File: src/rtl/jk_count_driver_if.sv
// Bundle of control inputs and bank-drive outputs for the JK counter controller.
interface jk_count_driver_if #(
    parameter int unsigned WIDTH = 4
);
    logic             EN;
    logic             UP;
    logic             LOAD;
    logic [WIDTH-1:0] D;
    logic [WIDTH-1:0] Q;
    logic [WIDTH-1:0] J;
    logic [WIDTH-1:0] K;
    logic [WIDTH-1:0] PR;
    logic [WIDTH-1:0] CLR;
    logic             TC;

    // Controller side: consumes controls, drives the flip-flop bank.
    modport slave (
        input  EN, UP, LOAD, D,
        output Q, J, K, PR, CLR, TC
    );

    // Stimulus side: drives controls, observes the bank drive.
    modport master (
        output EN, UP, LOAD, D,
        input  Q, J, K, PR, CLR, TC
    );
endinterface

File: src/rtl/jk_count_driver.sv
// Mod-MOD up/down counter controller producing JK excitation and PR/CLR forces
// for an external bank of WIDTH JK flip-flops, tracking the bank in Q.
module jk_count_driver #(
    parameter int unsigned WIDTH = 4,
    parameter int unsigned MOD   = 10
) (
    input  logic              CK,
    input  logic              RST,
    jk_count_driver_if.slave  bus
);

    typedef enum logic [1:0] {
        MODE_RESET,
        MODE_LOAD,
        MODE_COUNT,
        MODE_HOLD
    } mode_t;

    localparam logic [WIDTH-1:0] MAX_VAL = WIDTH'(MOD - 1);
    localparam logic [WIDTH:0]   MOD_EXT = (WIDTH + 1)'(MOD);

    mode_t            mode;
    logic [WIDTH-1:0] q_reg;
    logic [WIDTH-1:0] next_val;
    logic [WIDTH-1:0] j_val;
    logic [WIDTH-1:0] k_val;
    logic [WIDTH-1:0] pr_val;
    logic [WIDTH-1:0] clr_val;
    logic             tc_val;
    logic             at_or_above_max;
    logic             out_of_range;
    logic             at_zero;

    // Control priority: reset, then load, then count, else hold.
    always_comb begin
        mode = MODE_HOLD;
        if (RST) begin
            mode = MODE_RESET;
        end else if (bus.LOAD) begin
            mode = MODE_LOAD;
        end else if (bus.EN) begin
            mode = MODE_COUNT;
        end
    end

    // Next count value with explicit wrap, independent of natural overflow.
    always_comb begin
        at_or_above_max = (q_reg >= MAX_VAL);
        out_of_range    = ({1'b0, q_reg} >= MOD_EXT);
        at_zero         = (q_reg == '0);
        next_val        = q_reg;
        if (bus.UP) begin
            next_val = at_or_above_max ? '0 : q_reg + 1'b1;
        end else begin
            next_val = (at_zero || out_of_range) ? MAX_VAL : q_reg - 1'b1;
        end
    end

    // Bank drive: forces for reset/load, minimal JK excitation for counting.
    always_comb begin
        j_val   = '0;
        k_val   = '0;
        pr_val  = '1;
        clr_val = '1;
        tc_val  = 1'b0;
        unique case (mode)
            MODE_RESET: begin
                clr_val = '0;
            end
            MODE_LOAD: begin
                pr_val  = ~bus.D;
                clr_val = bus.D;
            end
            MODE_COUNT: begin
                // Set where 0->1, reset where 1->0; toggle code never used.
                j_val  = ~q_reg & next_val;
                k_val  = q_reg & ~next_val;
                tc_val = bus.UP ? (q_reg == MAX_VAL) : at_zero;
            end
            default: begin
            end
        endcase
    end

    // State mirror advances on the same edge as the flip-flop bank.
    always_ff @(posedge CK) begin
        if (RST) begin
            q_reg <= '0;
        end else if (bus.LOAD) begin
            q_reg <= bus.D;
        end else if (bus.EN) begin
            q_reg <= next_val;
        end
    end

    assign bus.Q   = q_reg;
    assign bus.J   = j_val;
    assign bus.K   = k_val;
    assign bus.PR  = pr_val;
    assign bus.CLR = clr_val;
    assign bus.TC  = tc_val;

endmodule

File: src/flat_wrapper.sv
// flat-port wrapper written by rule: the top's interface ports become plain ports
module jk_count_driver_flat 
#(
    parameter int unsigned WIDTH = 4,
    parameter int unsigned MOD   = 10
)
  (CK, RST, bus_EN, bus_UP, bus_LOAD, bus_D, bus_Q, bus_J, bus_K, bus_PR, bus_CLR, bus_TC);
  jk_count_driver_if #(.WIDTH(WIDTH)) bus_i ();
  input  logic CK;
  input  logic RST;
  input wire logic [$bits(bus_i.EN)-1:0] bus_EN;
  input wire logic [$bits(bus_i.UP)-1:0] bus_UP;
  input wire logic [$bits(bus_i.LOAD)-1:0] bus_LOAD;
  input wire logic [$bits(bus_i.D)-1:0] bus_D;
  output wire logic [$bits(bus_i.Q)-1:0] bus_Q;
  output wire logic [$bits(bus_i.J)-1:0] bus_J;
  output wire logic [$bits(bus_i.K)-1:0] bus_K;
  output wire logic [$bits(bus_i.PR)-1:0] bus_PR;
  output wire logic [$bits(bus_i.CLR)-1:0] bus_CLR;
  output wire logic [$bits(bus_i.TC)-1:0] bus_TC;
  assign bus_i.EN = bus_EN;
  assign bus_i.UP = bus_UP;
  assign bus_i.LOAD = bus_LOAD;
  assign bus_i.D = bus_D;
  assign bus_Q = bus_i.Q;
  assign bus_J = bus_i.J;
  assign bus_K = bus_i.K;
  assign bus_PR = bus_i.PR;
  assign bus_CLR = bus_i.CLR;
  assign bus_TC = bus_i.TC;
  jk_count_driver #(.WIDTH(WIDTH), .MOD(MOD)) u_core (.CK(CK), .RST(RST), .bus(bus_i));
endmodule
File: config.mk
export PLATFORM = sky130hd
export DESIGN_NAME = jk_count_driver_flat
export DESIGN_NICKNAME = d
export VERILOG_FILES = /design/src/rtl/jk_count_driver_if.sv /design/src/rtl/jk_count_driver.sv /design/src/flat_wrapper.sv
export SDC_FILE = /design/constraint.sdc
export NUM_CORES = 1
export LEC_CHECK = 0
export CAP_MARGIN = 20
export CELL_PAD_IN_SITES_DETAIL_PLACEMENT = 1
export CELL_PAD_IN_SITES_GLOBAL_PLACEMENT = 2
export CORE_ASPECT_RATIO = 0.8
export CORE_UTILIZATION = 30
export CTS_BUF_LIST = sky130_fd_sc_hd__clkbuf_2 sky130_fd_sc_hd__clkbuf_4 sky130_fd_sc_hd__clkbuf_8
export DETAILED_ROUTE_END_ITERATION = 16
export DONT_BUFFER_PORTS = 1
export HOLD_SLACK_MARGIN = 0.06
export PLACE_DENSITY_LB_ADDON = 0.08
export SLEW_MARGIN = 40
export SYNTH_ARGS = -nofsm -noshare
export SYNTH_HDL_FRONTEND = slang
export SYNTH_SLANG_ARGS = --single-unit
File: constraint.sdc
create_clock -name CK -period 3.55 [get_ports CK]
set_input_delay 0.71 -clock CK [delete_from_list [all_inputs] [get_ports CK]]
set_output_delay 0.71 -clock CK [all_outputs]
set_load 0.02 [all_outputs]
==> reports/qor.yml <==
power:
  p_per_area_nw_per_um2: 321
  total_power_mw: 0.201
  peakVddDrop_v: 0.000221
  clkPwrFrac_pct: 29.8
  power_leakage_nw: 0.293
  comb_power_share_pct: 40.8
  pwr-share-seq_pct: 29.3
  switching_share_pct: 41.2
  switchingPower_mw: 0.0828
  intPower_mw: 0.118
clock_network:
  post_cts_buffers: 0
  clkLatencyLatePin_ps: 240
  cts_hold_buf: 0
  cts_num_sinks: 4
  cts_buffers: 3
  cts_tree: "done"
  h-tree-depth: 1
  clockBufferDepth: 2
  cts_root_buf: "clkbuf_4"
  clkTransAtPathRegs_ps: 40
  cts_resized: 0
sta:
  rsz0062_at_grt: "no"
  relSlewSlack_pct: 57.6
  final_hold_viol_count: 0
  worst_slew_pin_slew_ps: 632
  finClkSkew_ps: 3.00
  min_period_ps: 2840
  period_share_pct: 79.9
  finalSetupViolCount: 0
  report.final.slew_viol_count: 0
  fin_tns_setup_ps: 0
  max_freq_mhz: 353
synthesis:
  synthCells: 78
  synth_area_um2: 552
  syn_avg_cell_area_um2: 7.07
  synth_top_area_share_pct: 14.5
  synth.area.top_cells: "dfxtp_1 (15%), ha_1 (11%), a22oi_1 (6.8%)"
  yosys_warnings: 0
  synth-seq-cells: 4
  ys_seq_area_share_pct: 14.5
  syn_nets: 92
  yosys.area.top_type: "dfxtp_1"
  yosysUniqueCellTypes: 31
worst_setup_path:
  reg2reg_to: "u_core.bus.Q[0]$_SDFFE_PP0P_"
  crit_path_start_kind: "register"
  r2r_cells: 6
  worstSetupEndpointType: "output pin"
  rr_startpoint: "u_core.bus.Q[0]$_SDFFE_PP0P_"
  r2r_slack_ps: 1710
  setup.worst_path.class: "register to output pin"
  worstPathMaxFanout: 9
  crit_arrival_ps: 2130
  worstPathRequired_ps: 2840
floorplan:
  start_util_pct: 32.9
  die_h_um: 40.4
  rows: 13
  dieArea_um2: 2020
  core_area_um2: 1680
  ios: 30
  die_w_um: 50.0
worst_hold_path:
  hold_end: "u_core.bus.Q[0]$_SDFFE_PP0P_"
  min-delay-start: "RST"
  hp-class: "input pin to register"
  min_delay_path_depth: 1
placement:
  dp_cells: 101
  dp_hpwl_mm: 1.27
  placed_area_um2: 604
  gp_congestion: 0.747
  io_buffer_count: 0
finish:
  area_delta_synth_final_pct: 13.6
  nets: 98
  largest_register_ffs: 4
  final_common_cell: "inv_1"
  fin_area_um2: 627
  drive_gt1_share_pct: 13.4
  fin_cells: 104
  layout_common_cells: "inv_1 (10), a21oi_1 (7), nor3_1 (7)"
  antenna_cells: 0
detailed_routing:
  vias_per_cell: 5.61
  antenna_left: 0
  wl_per_cell_um: 15.9
  drc: 0
  firstDrtPassIters: 4
  drt_iter0_markers: 5
  drt-total-wl_mm: 1.65
  vias: 583
flow_run:
  drv_cap: 0
global_routing:
  grt_pass1_vias: 533
  grt_overflow_total: 0
  grtUsageTotal_pct: 17.8
  grt_max_degree: 15
  antenna_found_initial: 0
  grt_pass1_wl_mm: 2.51
run_status:
  status: "finished, final reports clean"
## routing by layer
layer,vias up,share of wire [%],GRT usage [%]
met5,-,0,0
met2,21,40,26.7
met1,268,53,22.7
met3,0,7.6,9.85
li1,294,-,-
met4,0,0,2.14
## critical path, stage by stage, from the launching register on
cell and delay [ps]:
dfxtp_1 300, buf_4 180, ha_1 190, o31a_1 260
nor3_1 410, mux2i_1 190, nor3_1 170, buf_4 170
## logic make-up (layout without fill, tap and decap cells)
kind of cell    count (synthesis)  after routing  synth area share [%]
buf+inv                        15             19                  10.4
compound gates                 25             25                  31.3
simple gates                   24             24                  24.0
mux                             2              2                  3.63
fa+ha+maj                       5              5                  11.3
xor+xnor                        3              3                  4.76
flops                           4              4                  14.5
## power groups by stage
stage	Sequential, mW	Clock (mW)	Combinational [mW]
after floorplan	0.0589	0	0.0678
after global placement	0.0599	0	0.0822
after detailed placement	0.0598	0	0.0821
after CTS	0.0590	0.0621	0.0827
after global routing	0.0602	0.0662	0.0909
final	0.0590	0.0600	0.0821
## cell type report
cell class | instances | area [µm²]
clock buffer | 3 | 22.5
fill | 220 | 1050
inverter | 10 | 37.5
multi-input combinational | 59 | 414
sequential | 4 | 80.1
tap | 22 | 27.5
timing repair buffer | 6 | 45.0
## metrics by stage
step / util [%] / hold slack (ps) / setup WS [ps]
final: 37.4 / 527 / 715
after floorplan: - / 738 / 768
after detailed placement: 36.1 / 744 / 963
after CTS: 37.4 / 518 / 686
after global placement: 36.1 / 742 / 948
after global routing: 37.4 / 510 / 551
## synthesized netlist by cell type
| cell | n |
|---|---|
| o22ai_1 | 3 |
| mux2i_1 | 2 |
| and4bb_2 | 1 |
| a21oi_1 | 7 |
| or3_1 | 1 |
| o21ai_0 | 1 |
| ha_1 | 5 |
| nor3b_1 | 2 |
| xor2_1 | 2 |
| o311ai_0 | 1 |
| nor2b_1 | 1 |
| and3_1 | 2 |
| a21oi_2 | 1 |
| nor2_1 | 4 |
| or3b_1 | 1 |
| a31o_1 | 1 |
| nor4_1 | 1 |
| dfxtp_1 | 4 |
| inv_1 | 10 |
| a41oi_1 | 1 |
| a31oi_1 | 1 |
| buf_2 | 1 |
| a21o_1 | 1 |
| a211o_1 | 1 |
| nand2_1 | 4 |
| a22oi_1 | 5 |
| xnor2_1 | 1 |
| clkbuf_1 | 4 |
| o211a_1 | 1 |
| o31a_1 | 1 |
| nor3_1 | 7 |
## worst max path at each step
stage	from	end	slack, ps	cells after the start
after floorplan	u_core.bus.Q[0]$_SDFFE_PP0P_	bus_J[1]	770	6
after global placement	u_core.bus.Q[1]$_SDFFE_PP0P_	bus_J[1]	950	7
after detailed placement	u_core.bus.Q[1]$_SDFFE_PP0P_	bus_J[1]	960	7
after CTS	u_core.bus.Q[1]$_SDFFE_PP0P_	bus_J[1]	690	7
after global routing	u_core.bus.Q[0]$_SDFFE_PP0P_	bus_J[1]	550	7
final	u_core.bus.Q[1]$_SDFFE_PP0P_	bus_J[1]	710	7
No activity file was read; power rests on OpenSTA's default activity.
